<file path="config.mk">
export PLATFORM = sky130hd
export DESIGN_NAME = fnd_stopwatch_scan
export DESIGN_NICKNAME = d
export VERILOG_FILES = /design/src/rtl/fnd_pkg.sv /design/src/rtl/fnd_tick_gen.sv /design/src/rtl/fnd_stopwatch_scan.sv
export SDC_FILE = /design/constraint.sdc
export NUM_CORES = 1
export LEC_CHECK = 0
export CAP_MARGIN = 20
export CORE_ASPECT_RATIO = 1.4
export CORE_UTILIZATION = 30
export CTS_BUF_LIST = sky130_fd_sc_hd__clkbuf_4
export CTS_CLUSTER_DIAMETER = 200
export DETAILED_ROUTE_END_ITERATION = 8
export HOLD_SLACK_MARGIN = 0.05
export PLACE_DENSITY_LB_ADDON = 0.15
export SYNTH_ARGS = -nofsm -noshare
export SYNTH_HDL_FRONTEND = slang
export SYNTH_SLANG_ARGS = --single-unit
</file>
<file path="constraint.sdc">
create_clock -name sysclk -period 3.9 [get_ports sysclk]
set_input_delay 0.78 -clock sysclk [delete_from_list [all_inputs] [get_ports sysclk]]
set_output_delay 0.78 -clock sysclk [all_outputs]
set_load 0.01 [all_outputs]
</file>
<file path="src/rtl/fnd_pkg.sv">
// Shared types and 7-segment glyph table for the FND stopwatch display path.
// Latency: n/a (types, constants and a pure decode function only).
// Backpressure: n/a.
package fnd_pkg;

  typedef logic [3:0] bcd_t;

  // Segment order {g,f,e,d,c,b,a}, 1 = segment lit (polarity applied at the pins).
  localparam logic [6:0] SEG_0     = 7'h3F;
  localparam logic [6:0] SEG_1     = 7'h06;
  localparam logic [6:0] SEG_2     = 7'h5B;
  localparam logic [6:0] SEG_3     = 7'h4F;
  localparam logic [6:0] SEG_4     = 7'h66;
  localparam logic [6:0] SEG_5     = 7'h6D;
  localparam logic [6:0] SEG_6     = 7'h7D;
  localparam logic [6:0] SEG_7     = 7'h07;
  localparam logic [6:0] SEG_8     = 7'h7F;
  localparam logic [6:0] SEG_9     = 7'h6F;
  localparam logic [6:0] SEG_BLANK = 7'h00;

  // Non-decimal codes never occur in a BCD counter; show them as blank.
  function automatic logic [6:0] bcd_to_seg(input bcd_t d);
    case (d)
      4'd0:    return SEG_0;
      4'd1:    return SEG_1;
      4'd2:    return SEG_2;
      4'd3:    return SEG_3;
      4'd4:    return SEG_4;
      4'd5:    return SEG_5;
      4'd6:    return SEG_6;
      4'd7:    return SEG_7;
      4'd8:    return SEG_8;
      4'd9:    return SEG_9;
      default: return SEG_BLANK;
    endcase
  endfunction

endpackage

</file>
<file path="src/rtl/fnd_tick_gen.sv">
// Clock-enable generator: one-cycle o_tick every floor(CLK_HZ/OUT_HZ) sysclk cycles.
// Latency: first tick on the DIV-th cycle after reset is released.
// Backpressure: none, free-running.
// Ports: sysclk, i_reset (sync, active-high), o_tick (1-cycle enable).
module fnd_tick_gen #(
  parameter int CLK_HZ = 100_000_000,
  parameter int OUT_HZ = 1000
) (
  input  logic sysclk,
  input  logic i_reset,
  output logic o_tick
);

  localparam int DIV = (CLK_HZ / OUT_HZ < 1) ? 1 : CLK_HZ / OUT_HZ;
  localparam int CW  = (DIV > 1) ? $clog2(DIV) : 1;
  localparam logic [CW-1:0] LAST = CW'(DIV - 1);

  logic [CW-1:0] cnt_q;

  always_ff @(posedge sysclk) begin
    if (i_reset || cnt_q == LAST) cnt_q <= '0;
    else                          cnt_q <= cnt_q + 1'b1;
  end

  assign o_tick = (cnt_q == LAST);

endmodule

</file>
<file path="src/rtl/fnd_stopwatch_scan.sv">
// N-digit BCD stopwatch (run/hold, lap freeze, clear, leading-zero blanking) scanned onto one 7-seg+DP bus.
// Latency: glyph/select registered, valid one cycle after the scan index moves; counter updates on the tick cycle.
// Backpressure: none; pulse inputs are consumed in the cycle they are seen.
// Ports: sysclk, i_reset, i_run, i_lap, i_clear in; o_fndOut {dp,g..a}, o_fndSelect, o_running, o_lap out.
module fnd_stopwatch_scan
  import fnd_pkg::*;
#(
  parameter int CLK_HZ   = 100_000_000,
  parameter int SCAN_HZ  = 1000,
  parameter int TICK_HZ  = 10,
  parameter int N_DIGITS = 4,
  parameter bit ACT_LOW  = 1'b1
) (
  input  logic                sysclk,
  input  logic                i_reset,
  input  logic                i_run,
  input  logic                i_lap,
  input  logic                i_clear,
  output logic [7:0]          o_fndOut,
  output logic [N_DIGITS-1:0] o_fndSelect,
  output logic                o_running,
  output logic                o_lap
);

  localparam int IW = $clog2(N_DIGITS);
  localparam logic [N_DIGITS-1:0] SEL0   = {{(N_DIGITS-1){1'b0}}, 1'b1};
  localparam logic [7:0]          GLYPH0 = {1'b0, SEG_0};

  logic count_tick, scan_tick;

  fnd_tick_gen #(.CLK_HZ(CLK_HZ), .OUT_HZ(TICK_HZ)) u_count_tick (
    .sysclk (sysclk), .i_reset(i_reset), .o_tick(count_tick));

  fnd_tick_gen #(.CLK_HZ(CLK_HZ), .OUT_HZ(SCAN_HZ)) u_scan_tick (
    .sysclk (sysclk), .i_reset(i_reset), .o_tick(scan_tick));

  bcd_t [N_DIGITS-1:0] cnt_q, cnt_d, snap_q, snap_d, inc, disp;
  logic                lap_q, lap_d, carry;
  logic [IW-1:0]       idx_q, idx_d;
  logic [N_DIGITS-1:0] lead_zero;
  logic [6:0]          seg;
  logic                dp, blank;
  logic [7:0]          glyph;
  logic [N_DIGITS-1:0] sel;

  // Ripple increment: digit 2 (tens of seconds) wraps at 5, all others at 9.
  always_comb begin
    inc   = cnt_q;
    carry = 1'b1;
    for (int k = 0; k < N_DIGITS; k++) begin
      if (carry) begin
        if (cnt_q[k] == ((k == 2) ? 4'd5 : 4'd9)) begin
          inc[k] = 4'd0;
        end else begin
          inc[k] = cnt_q[k] + 4'd1;
          carry  = 1'b0;
        end
      end
    end
  end

  // Clear overrides lap; a lap entry snapshots the post-tick value.
  always_comb begin
    cnt_d  = cnt_q;
    snap_d = snap_q;
    lap_d  = lap_q;
    if (count_tick && i_run) cnt_d = inc;
    if (i_clear) begin
      cnt_d = '0;
      lap_d = 1'b0;
    end else if (i_lap) begin
      lap_d = ~lap_q;
      if (!lap_q) snap_d = cnt_d;
    end
  end

  always_comb begin
    idx_d = idx_q;
    if (scan_tick) idx_d = (idx_q == IW'(N_DIGITS - 1)) ? '0 : idx_q + 1'b1;
  end

  // lead_zero[k]: digit k and every digit above it are zero.
  always_comb begin
    disp                  = lap_q ? snap_q : cnt_q;
    lead_zero[N_DIGITS-1] = (disp[N_DIGITS-1] == 4'd0);
    for (int k = N_DIGITS - 2; k >= 0; k--) begin
      lead_zero[k] = lead_zero[k+1] && (disp[k] == 4'd0);
    end
  end

  always_comb begin
    blank = (int'(idx_q) >= 2) && lead_zero[idx_q];
    seg   = blank ? SEG_BLANK : bcd_to_seg(disp[idx_q]);
    dp    = (int'(idx_q) == 1);
    glyph = {dp, seg};
    sel   = SEL0 << idx_q;
  end

  always_ff @(posedge sysclk) begin
    if (i_reset) begin
      cnt_q       <= '0;
      snap_q      <= '0;
      lap_q       <= 1'b0;
      idx_q       <= '0;
      o_fndOut    <= ACT_LOW ? ~GLYPH0 : GLYPH0;
      o_fndSelect <= ACT_LOW ? ~SEL0 : SEL0;
      o_running   <= 1'b0;
    end else begin
      cnt_q       <= cnt_d;
      snap_q      <= snap_d;
      lap_q       <= lap_d;
      idx_q       <= idx_d;
      o_fndOut    <= ACT_LOW ? ~glyph : glyph;
      o_fndSelect <= ACT_LOW ? ~sel : sel;
      o_running   <= i_run;
    end
  end

  assign o_lap = lap_q;

endmodule

</file>
==> impl_summary.md, run 1 <==
Run status
The run finished with clean final reports.

Critical path
The destination of the worst register-to-register timing path is o_fndOut[1]. The number of buffers and inverters on the critical path is 1. In this run the worst path has a maximum fanout of 19. The cell depth of the worst flop-to-flop path is 5. Data arrives at the worst endpoint at 1.90 ns. The endpoint kind of the worst setup timing path is a primary output.

The data required time at the worst endpoint is approximately 3.1 ns. The launching element type of the critical path is a flop. The slowest library cell on the worst path is dfxtp_1.

The source of the worst register-to-register timing path is idx_q[1]. Traced cell by cell, the critical path runs through clkdlybuf4s50_1. The classification of the worst setup path is flop to primary output.

The worst reg-to-reg setup slack is 1.46 ns. The maximum single-stage delay on the critical path is slightly below 0.8 ns. The critical path's top delay family is flip-flops.

Place
After detailed placement, the design holds a cell count of 664. During placement, the flow inserted port buffers numbering 18. Once detailed placement completed, the half-perimeter wirelength came to 6829 microns. The worst slack at placement is 1.315 ns.

The final weighted congestion of routability-driven global placement is 0.7583.

Route
After detailed routing, the average wire length per cell comes to 14.41 microns. The first TritonRoute pass finished after 4 iterations. The routed design has 9811 microns of wire. Across all layers, the routed design uses 3,371 vias.

In the routed design, unresolved DRC markers number 0. The starting DRC count in detailed routing is around 140. The detail route stage leaves a number of antenna-violating nets equal to 0. The average vias per placed instance is approximately 5.0.

Logic synthesis
In this run the cell area of the synthesized design comes to 4430 sq um. The library cell occupying the most area in the post-synthesis netlist is dfxtp_1. The number of different library cells used by synthesis comes to 64. The count of flip-flops with a built-in enable after synthesis is 0.

Among all cell types in the netlist, the one instantiated most often is dfxtp_1. By count the netlist is led by dfxtp_1 (88), nor2_1 (70), a21oi_1 (26), xnor2_1 (26), nand2_1 (25). After technology mapping, the gate count stands at roughly 480. In this run the mean area of a mapped cell was a little over 9 sq um. When the netlist entered floorplanning its net count stood at 491. The most common flop cell mapped by yosys is dfxtp_1.

The synthesis-stage register bit count is 88. The synthesis warning total is 0. Sequential cells were found to cover about two fifths of the synthesized design area.

By area the synthesized netlist is led by dfxtp_1 (40%), nor2_1 (5.9%), xnor2_1 (5.1%). The post-synthesis async set-or-reset flop share is 0%. The share of Yosys cell area claimed by the top area cell type is 39.76%.

Power and ir drop
The worst supply voltage drop on vdd is 0.1260 mV. Dividing total power by cell area gives a power density of 313.9 nW/um^2. The standby leakage power is 0.001689 uW.

STA
The worst slew margin relative to its limit is 42.51%. The final-report hold violation count came to 0. Summed over all failing endpoints, the final setup total negative slack is 0 ns. The minimum clock period is 2.677 ns. The final count of negative-setup-slack endpoints is 0. In the post-route analysis, the smallest setup slack over all paths is 1.223 ns. The max-slew violation count was 0.

The final critical path takes up 68.63% of the cycle. Setup repair after global routing left no endpoint under its margin. At the pin with the least slew margin, the transition time is 0.8384 ns.

The worst clock skew is around 0.015 ns. Static timing analysis puts the maximum clock frequency at 0.3736 GHz.

CTS
Buffers inserted to repair hold after CTS numbered 0. The number of cells upsized or downsized after cts is 0. The clock sink count is 88. Clock tree synthesis selected as its root buffer the cell clkbuf_4. The post-CTS setup buffer count is 0. After clock tree synthesis, the clock-pin slew on the worst setup and hold paths is 0.15 ns. The H-tree generated during clock tree synthesis spans 3 levels. The clock passes through at most 2 buffers. The number of clock buffers added by TritonCTS is 9. For the worst-skew pair, the clock arrives at the later sink with an insertion delay of ~0.44 ns. TritonCTS built the clock tree.

Die
The die is 145.8 microns tall. The I/O pin total is 19. The initial utilization of the core area, before any placement, comes to between 30% and 40%. The standard cell core area is 14,440 sq um. The die footprint is 15,260 sq um. The width of the die is 104.7 microns.

The number of placement rows is 52.

Global routing
The global-route congestion overflow total is 0. The number of antenna violations at the first check in global routing came to 1. For this run, the total global-route usage over all layers was measured as 13.72%. Entering global routing, the biggest net connects 33 pins. The number of global-route vias before repair was 3,332. The first global-routing pass estimated 16,730 microns of wire.

Hold path
The cell depth of the worst min-delay path is 1. The endpoint with the worst hold slack is u_scan_tick.cnt_q[0]. In this run the most critical hold path is launched from u_scan_tick.cnt_q[0].

The worst hold path class is flop to flop.

Layout
Summing all multi-input logic gate instances after layout gives approximately 2500 sq um. Fill cells in the final layout number 1,527. The fraction of layout instances using a drive strength above 1 is 10.79%. Registers take 1762 sq um. The area growth from synthesis to layout is 10.73%. The net count of the finished layout is 502. The count of cells in the finished layout, fillers not included, comes to 681.

Run
The tool flagged a number of max-cap violations equal to 0.
==> per-stage QoR <==
step / util [%] / hold WS [ns] / instance area [sq um] / total power [uW]
final: 33.97 / 0.4796 / 4906 / 1540
after detailed placement: 32.98 / 0.4597 / 4763 / 1030
after global routing: 33.97 / 0.5248 / 4906 / 1622
after global placement: 32.98 / 0.4473 / 4763 / 1029
after floorplan: - / 0.4298 / 4431 / 1002
after CTS: 33.95 / 0.4924 / 4903 / 1575
==> layout by cell type, fill, tap and decap left out, types with 5 or more instances in the layout <==
cell	count
and3_1	8
a21oi_1	26
clkdlybuf4s50_1	18
mux2i_1	9
xnor2_1	26
xor2_1	17
clkbuf_4	11
nor4_1	5
nor2_1	70
nand4_1	7
nand2_1	25
and4_1	6
a31oi_1	6
ha_1	11
nor3_1	11
o21ai_0	22
inv_1	18
dfxtp_1	88
nand3_1	17
==> power breakdown <==
part	switching, uW	total (uW)	internal (uW)
Sequential	17.7	935	917
Clock	320	530	211
Combinational	42.2	74.7	32.5
==> logic make-up (layout without fill, tap and decap cells) <==
logic type               after synthesis  count (layout)  share of synthesized area, %
flip-flops                            88              88                         39.76
multiplexers                          19              19                         7.456
XOR/XNOR                              43              43                         8.500
adder cells (fa/ha/maj)               11              11                         3.106
buffers and inverters                 40              56                         4.123
AO/OA/AOI/OAI                         74              74                         10.42
other                                  0               1                             0
AND/OR/NAND/NOR                      200             200                         26.63
==> worst max-delay path by stage <==
| stage | to | from | cells after the start |
|---|---|---|---|
| floorplan | o_fndOut[6] | idx_q[1] | 8 |
| global placement | snap_q[7] | i_run | 5 |
| detailed placement | snap_q[10] | i_run | 5 |
| CTS | o_lap | o_lap | 1 |
| global route | o_lap | o_lap | 1 |
| finish | o_lap | o_lap | 1 |
==> state kept, by name (all words and copies together), names as in the netlist <==
| signal | cells |
|---|---|
| cnt_q | 16 |
| snap_q | 16 |
| idx_q | 2 |
| u_count_tick.cnt_q | 24 |
| o_lap | 1 |
| o_running | 1 |
| o_fndOut | 7 |
| o_fndSelect | 4 |
| u_scan_tick.cnt_q | 17 |
==> area by class of cell <==
class | instances | share of cell area [%]
Antenna cell | 1 | 0.05101
Clock inverter | 5 | 1.173
Sequential cell | 88 | 35.91
Timing Repair Buffer | 21 | 4.132
Multi-Input combinational cell | 347 | 50.78
Inverter | 19 | 1.454
Tap cell | 189 | 4.820
Clock buffer | 11 | 1.683
==> metal layers <==
metal | global-route usage (%) | up-vias | part of all wire (%)
met5 | 0 | - | 0
met4 | 5.352 | 0 | 1.3
met3 | 2.463 | 9 | 2.3
met2 | 23.48 | 45 | 51
met1 | 17.01 | 1609 | 45
li1 | - | 1708 | -
Note: power is estimated with default switching activity, not from simulation.
==> run 2: changes to the inputs <==
==> constraint.sdc (replaced) <==
create_clock -name sysclk -period 2.7 [get_ports sysclk]
set_input_delay 0.54 -clock sysclk [delete_from_list [all_inputs] [get_ports sysclk]]
set_output_delay 0.54 -clock sysclk [all_outputs]
set_load 0.01 [all_outputs]
==> run 2 against run 1 <==
Die area did not move. Sequential cell count did not move. Utilization up 0.57 points. Via count is 0.86% lower. Sequential power is 44% higher. Final area increased by 1.7%. Clock power is 72% higher. Critical path depth up 1. Global-route usage down 0.55 points. Power rose by 54%. Largest power group unchanged. Count of clock-buffer cells in the layout shrank 2. Largest cell class unchanged. First-iteration DRC count is 23% lower.
==> impl_summary.md, run 2 (synthesis results as in run 1) <==
Run status
The flow ran to the end, and the final reports show no timing, DRC or antenna violations.

Critical path
In this run the register-to-register setup slack is 0.43 ns. The launch point of the worst path is o_lap. The startpoint identified for the worst register-to-register timing path is idx_q[1]. The arrival time at the worst endpoint is 1.92 ns.

STA puts the critical path data required time at 2.16 ns. STA classifies the critical path startpoint as a flop. The slowest library cell on the worst path is dfxtp_1. STA classifies the critical path endpoint as a primary output. The maximum fanout encountered on the critical timing path is 16.

The worst register-to-register path ends at o_fndOut[6]. The worst setup path is of the flop to primary output kind. The critical path goes through buf_4 -> clkdlybuf4s50_1. In this design, the stage delay of the slowest critical-path cell is about 0.7 ns. The cell depth of the worst flop-to-flop path is 7.

Hold path
The launch instance of the worst min-delay path is u_scan_tick.cnt_q[0]. The endpoint with the worst hold slack is u_scan_tick.cnt_q[0]. The tightest min-delay check is of the flop to flop type. Along the worst hold path, the cell count comes to 1.

STA
The final count of negative-setup-slack endpoints is 0. The total negative slack is 0 ns. At the pin with the least slew margin, the transition time is 0.5682 ns. The highest attainable clock frequency is 0.4069 GHz. The worst pin sits at a relative slew slack of 61.62%. After layout, the minimum clock period comes to 2.458 ns. The final critical-path share of the clock period is between 90% and 100%. On the final layout, the worst hold slack is 0.4902 ns. The final-report hold violation count came to 0. The max-slew violation count is 0.

Setup repair after global routing left no endpoint under its margin. The clock arrives with around 0.014 ns of skew.

Layout
Once layout is complete, the utilization of the core stands at 34.54%. The largest registers in the layout are u_count_tick.cnt_q: 24 flops, u_scan_tick.cnt_q: 17 flops. The register bank with the most flops is u_count_tick.cnt_q. The filler cells instantiated in the layout total around 1,500. The register with the most flip-flops in the layout has 24 of them. The commonest non-fill, non-tap cell in the layout is dfxtp_1. Compared with the post-synthesis result, the final layout area differs by 12.60%.

In the layout the commonest cells are dfxtp_1 (88), nor2_1 (70), xnor2_1 (26), a21oi_1 (26), nand2_1 (25). The storage element area is 1762 sq um. The post-layout net count is 508. The multi-input combinational cells in the finished layout cover a total of 2491 sq um. The fraction of layout instances using a drive strength above 1 is 11.47%.

Global routing
The number of global-route vias before repair is 3,159. The number of antenna violations at the first check in global routing is 1. The first global-routing pass estimated about 16,000 microns of wire. The total routing resource utilization after global routing is 13.17%. The global-route congestion overflow total is 0. The pin count of the biggest net entering global routing is 33.

Run
The max-capacitance violation count is 0.

Route
After detailed routing, the average wire length per cell comes to 14.26 microns. For this block, the via count after detailed routing is 3,342. For this run, the detailed router's first-pass iteration total came to 4. After the first detailed-routing iteration, the DRC count stood at 111. The final layout contains routed wiring with a total length of 9797 microns. The average vias per placed instance is between 4 and 5.

The post-detailed-route DRC marker count is 0. The detail route stage leaves a number of antenna-violating nets equal to 0.

CTS
The post-CTS setup buffer count is 0. The cell sitting at the root of the clock tree is a clkbuf_4. The post-CTS clock slew at the launch and capture registers of the worst setup and hold paths is 0.14 ns.

The CTS tree is done. The clock sink count is 88. In this run, post-CTS hold repair placed 0 buffers. The H-tree was split into 3 levels.

The worst-skew pair later-pin latency is 0.44 ns. The CTS buffer count is 9. The number of cells upsized or downsized after cts is 0.

Counting along the longest clock path gives a buffer depth of 2.

Die
The die footprint is 15,260 sq um. For this configuration, the core starts out at a cell density of 30.67%. Row generation in the floorplan step produced 52 rows.

The die extent in y is 145.8 microns. In this run the count of I/O pins placed on the die edge is 19. The standard cell core area is 14,440 sq um. The width of the die is 104.7 microns.

Place
The detailed placement HPWL is between 7000 and 8000 microns. The final weighted congestion of routability-driven global placement is about 0.78. Port buffering added 18 buffers.

Power and ir drop
The standby leakage power is between 0.0015 and 0.002 uW. The worst supply voltage drop on vdd is 0.2048 mV. In this run the power density over the cells is 476.3 nW/um^2.
## run 2: per-layer routing
layer	routed length, microns	GRT usage [%]
met1	4545	15.79
met2	4872	22.72
met3	226	2.597
met4	153	5.704
met5	0	0
## run 2: worst max path at each step
stage                  endpoint  slack, ns  depth (start not counted)
floorplan           o_fndOut[6]       0.63                          8
global placement     snap_q[15]       0.48                          4
detailed placement   snap_q[15]       0.40                          4
CTS                       o_lap       0.22                          2
global route              o_lap       0.15                          2
finish                    o_lap       0.24                          2
## run 2: area by class of cell
| type | instances | area share (%) |
|---|---|---|
| diodes | 1 | 0.05016 |
| repair buffers | 27 | 4.966 |
| clock inverters | 7 | 2.207 |
| flip-flops and latches | 88 | 35.31 |
| inverters | 19 | 1.430 |
| clock buffers | 9 | 1.354 |
| multi-input cells | 347 | 49.94 |
| well taps | 189 | 4.740 |
## run 2: worst max-delay path: cells and delay by family, from the launching register on
| family | cells | cell delay (ns) |
|---|---|---|
| flip-flops | 1 | 0.71 |
| buffers and inverters | 2 | 0.78 |
## run 2: metrics by stage
stage	instance area, sq um	setup slack, ns	power (uW)	std cells
final	4989	0.2423	2376	687
after floorplan	4431	0.6265	1448	475
after global routing	4989	0.1467	2489	687
after global placement	4808	0.4831	1490	670
after detailed placement	4808	0.4023	1492	670
after CTS	4986	0.2196	2421	686
## run 2: report_power, final
group	internal (uW)	leakage (uW)	switching, uW
clock network	461	0.0000910	453
registers	1320	0.000713	24.8
logic	49.2	0.000925	63.9
==> patch 1: new RTL, config.mk and constraints of run 2 <==
Compare `cnt_q` against `LAST` with >= in place of ==.
--- a/src/rtl/fnd_tick_gen.sv
+++ b/src/rtl/fnd_tick_gen.sv
@@ -22,7 +22,7 @@
     else                          cnt_q <= cnt_q + 1'b1;
   end
 
-  assign o_tick = (cnt_q == LAST);
+  assign o_tick = (cnt_q >= LAST);
 
 endmodule
 
Formal check against the unedited RTL: no difference found for any inputs over 10 cycles, from zero or initial values and one cycle with i_reset high; that may be too few to reach the edited logic, so the function may still have changed.
==> patch 1 against run 2 <==
  * Clock power shrank 9.4%
  * Power shrank 1.3%
  * Worst setup slack lost 0.027 ns
  * Routed wire length grew 3.4%
  * Sequential cell count is the same
  * Largest cell class unchanged
  * Area after synthesis shrank 3.3%
  * Critical endpoint unchanged
  * Design area shrank 1.3%
  * Critical path type unchanged
  * Die area shrank 3.2%
==> patch 1: results (changes against run 2) <==
Clock Skews -> 0.02365 ns (was 0.01436 ns)
Synth cell types -> 60 (was 64)
placer congestion estimate -> 0.8125 (was 0.7790)
share of cells above drive strength 1 -> 0.1056 (was 0.1147)
1st-pass router iterations -> 7 (was 4)
largest net degree at the start of global routing -> 29 (was 33)
post-synthesis sequential area ratio -> 0.4112 (was 0.3976)
WL/cell -> 14.33 µm (was 14.26 µm)
total track usage -> 0.1492 (was 0.1317)
met3 GRT Util -> 0.03307 (was 0.02597)
run status -> finished clean (unchanged)
pre-CTS setup slack -> 0.2426 ns (was 0.4023 ns)
r2r setup slk -> 0.29 ns (was 0.43 ns)
max incr delay on CP -> 0.73 ns (was 0.71 ns)
HPWL Detailed -> 7351 µm (was 7005 µm)
synth top area cells -> dfxtp_1 (41%), nor2_1 (7.1%), xor2_1 (4.9%) (was dfxtp_1 (40%), nor2_1 (5.9%), xnor2_1 (5.1%))
layout net count -> 533 (was 508)
Worst slew margin -> 0.6030 (was 0.6162)
Peak VDD IR -> 0.0002001 V (was 0.0002048 V)
Final Hold Slack -> 0.4780 ns (was 0.4902 ns)
Int Power -> 1.772 mW (was 1.835 mW)
post-synth net total -> 504 (was 491)
worst r2r src -> o_lap (was idx_q[1])
Reg2Reg Depth -> 8 (was 7)
Arr. time, crit path -> 1.94 ns (was 1.92 ns)
GR Util met2 -> 0.2618 (was 0.2272)
Initial DRC Count -> 138 (was 111)
Lkg Pwr -> 1.690 nW (was 1.729 nW)
## patch 1: changes by cell type after synthesis, moves of 5 or more
| cell | run 2 | this run |
|---|---|---|
| nor2_1 | 70 | 81 |
| nand2_1 | 25 | 34 |
| buf_2 | 8 | 1 |
| nor3_1 | 11 | 18 |
| xor2_1 | 17 | 24 |
| and3_1 | 8 | 2 |
| clkbuf_1 | 9 | 15 |
| inv_1 | 18 | 13 |
## patch 1: final cells by class
class                           count  area (µm²)  area share
Sequential cell                    88        1762      0.3577
Multi-Input combinational cell    365        2386      0.4845
Timing Repair Buffer               39       337.8     0.06860
Clock inverter                      6       85.08     0.01728
Antenna cell                        1       2.502   0.0005081
Clock buffer                        9       67.56     0.01372
Tap cell                          185       231.5     0.04700
Inverter                           14       52.55     0.01067
## patch 1: logic make-up after synthesis
logic type | after synthesis | share of synthesized area
AOI/OAI and AO/OA | 85 | 0.1306
xor gates and xnor gates | 46 | 0.09404
adders and majority gates | 11 | 0.03213
buffers and inverters | 35 | 0.03388
DFF | 88 | 0.4112
muxes | 16 | 0.06104
and+or+nand+nor | 207 | 0.2371
## patch 1: worst max path at each step
stage / startpoint / slack [ns] / depth (start not counted) / endpoint
floorplan: idx_q[0] / 0.03 / 9 / o_fndOut[6]
global route: o_lap / 0.12 / 2 / o_lap
finish: o_lap / 0.22 / 2 / o_lap
global placement: i_run / 0.23 / 8 / snap_q[15]
detailed placement: i_run / 0.24 / 8 / snap_q[15]
CTS: o_lap / 0.21 / 2 / o_lap
## patch 1: critical path, delay by kind of cell, from the launching register on
| family | cells | cell delay (ns) |
|---|---|---|
| buffers and inverters | 2 | 0.77 |
| DFF | 1 | 0.73 |
## patch 1: through the flow
step	util	std cells
after floorplan	-	488
after global placement	0.3429	691
after detailed placement	0.3429	691
after CTS	0.3538	706
after global routing	0.3540	707
final	0.3540	707
## patch 1: power by group through the flow
stage,combinational [mW],clock (mW),sequential (mW)
5_1_grt,0.184,0.910,1.36
2_1_floorplan,0.105,0,1.37
4_1_cts,0.166,0.863,1.35
3_3_place_gp,0.164,0,1.38
3_5_place_dp,0.165,0,1.38
6_report,0.163,0.828,1.35
## patch 1: metal layers
layer / vias to the layer above / routed length [µm]
met4: 0 / 303
met2: 64 / 5185
met1: 1690 / 4373
met3: 19 / 267
li1: 1779 / -
met5: - / 0
==> patch 2: new RTL, settings of run 2 <==
Without the edit above. `ACT_LOW`: 1'b1 -> 1'b0.
--- a/src/rtl/fnd_stopwatch_scan.sv
+++ b/src/rtl/fnd_stopwatch_scan.sv
@@ -9,7 +9,7 @@
   parameter int SCAN_HZ  = 1000,
   parameter int TICK_HZ  = 10,
   parameter int N_DIGITS = 4,
-  parameter bit ACT_LOW  = 1'b1
+  parameter bit ACT_LOW  = 1'b0
 ) (
   input  logic                sysclk,
   input  logic                i_reset,
Formal check against the unedited RTL: not equivalent (Yosys sat finds a counterexample within 4 cycles, from zero or initial values and one cycle with i_reset high).
==> patch 2 against run 2 <==
  * Area after synthesis is 4.4% lower
  * Utilization is 0.27 points higher
  * Highest routed layer unchanged
  * Maximum frequency is 0.74% lower
  * Worst setup slack worse by 0.018 ns
  * Power is 8.3% lower
  * Routed wire length is 5.5% lower
  * Clock power is 22% lower
  * Largest power group unchanged
  * Synthesized cell count is 0.84% higher
  * Design area is 3.4% lower
  * Clock skew is 0.0028 ns lower
  * Sequential cell count is 1 higher
==> patch 2: results (changes against run 2) <==
Final Hold Slack -> 0.4766 ns (was 0.4902 ns)
vias in the first global route -> 3,256 (was 3,159)
placer congestion estimate -> 0.7518 (was 0.7790)
post-synth net total -> 496 (was 491)
HPWL Detailed -> 6767 µm (was 7005 µm)
r2r setup slk -> 0.22 ns (was 0.43 ns)
Routed WL -> 9259 µm (was 9797 µm)
Synth cell types -> 50 (was 64)
most frequent cells after synthesis -> dfxtp_1 (89), nor2_1 (75), nand2_1 (27) (was dfxtp_1 (88), nor2_1 (70), a21oi_1 (26), xnor2_1 (26), nand2_1 (25))
worst r2r src -> u_count_tick.cnt_q[11] (was idx_q[1])
share of cells above drive strength 1 -> 0.09091 (was 0.1147)
Post-Synth Adder-Cell Area -> 0.03545 (was 0.03106)
pre-CTS setup slack -> 0.03660 ns (was 0.4023 ns)
P_comb -> 0.108 mW (was 0.113 mW)
Gate Count Post-Synth -> 479 (was 475)
xor/xnor share of the synthesized area -> 0.09513 (was 0.08500)
multi-input combinational cell area -> 2310 µm² (was 2491 µm²)
max incr delay on CP -> 0.58 ns (was 0.71 ns)
Initial DRC Count -> 104 (was 111)
layout net count -> 519 (was 508)
Layout fillers -> 1,480 (was 1,529)
Clock Skews -> 0.01155 ns (was 0.01436 ns)
slowest library cell on the worst path -> nor4_1 (was dfxtp_1)
Worst R2R End -> snap_q[9] (was o_fndOut[6])
Worst slew margin -> 0.5950 (was 0.6162)
Clock power frac -> 0.325 (was 0.385)
pwr dens -> 452.1 nW/µm² (was 476.3 nW/µm²)
synth top area cells -> dfxtp_1 (42%), nor2_1 (6.6%), xor2_1 (5.0%) (was dfxtp_1 (40%), nor2_1 (5.9%), xnor2_1 (5.1%))
Net Sw Frac -> 0.2360 (was 0.2278)
WL/cell -> 13.38 µm (was 14.26 µm)
post-synthesis sequential area ratio -> 0.4207 (was 0.3976)
WHS Endpoint -> u_count_tick.cnt_q[0] (was u_scan_tick.cnt_q[0])
number of vias per cell -> 4.815 (was 4.865)
total track usage -> 0.1396 (was 0.1317)
Lkg Pwr -> 1.725 nW (was 1.729 nW)
worst-path maximum fanout -> 5 (was 16)
run status -> finished clean (unchanged)
worst hold start -> u_count_tick.cnt_q[0] (was u_scan_tick.cnt_q[0])
Crit path max-delay family -> simple AND/OR/NAND/NOR gates (was buffers and inverters)
first-pass GRT wire length -> 15,800 µm (was 15,950 µm)
Reg2Reg Depth -> 5 (was 7)
Peak VDD IR -> 0.0002537 V (was 0.0002048 V)
Arr. time, crit path -> 2.79 ns (was 1.92 ns)
-- patch 2: area by class of cell --
type                            count  share of cell area
Antenna cell                        1           0.0005192
Timing Repair Buffer               35             0.06386
Sequential cell                    89              0.3697
Multi-Input combinational cell    350              0.4792
Clock buffer                       10             0.01558
Tap cell                          185             0.04803
Inverter                           17             0.01324
Clock inverter                      5            0.009865
-- patch 2: worst max path at each step --
stage / startpoint / cells after the start / slack (ns) / to
6_report: u_count_tick.cnt_q[11] / 5 / 0.22 / snap_q[9]
5_1_grt: idx_q[1] / 7 / 0.04 / o_fndOut[6]
4_1_cts: o_lap / 2 / 0.19 / o_lap
3_5_place_dp: i_run / 7 / 0.04 / snap_q[15]
3_3_place_gp: i_run / 7 / 0.09 / snap_q[15]
2_1_floorplan: o_lap / 8 / 0.04 / o_fndOut[6]
-- patch 2: routing by layer --
metal	track usage	share of wire	vias to the layer above
met4	0.07143	0.026	0
met5	0	0	-
met3	0.02308	0.018	16
met1	0.1612	0.45	1558
met2	0.2432	0.50	35
li1	-	-	1723
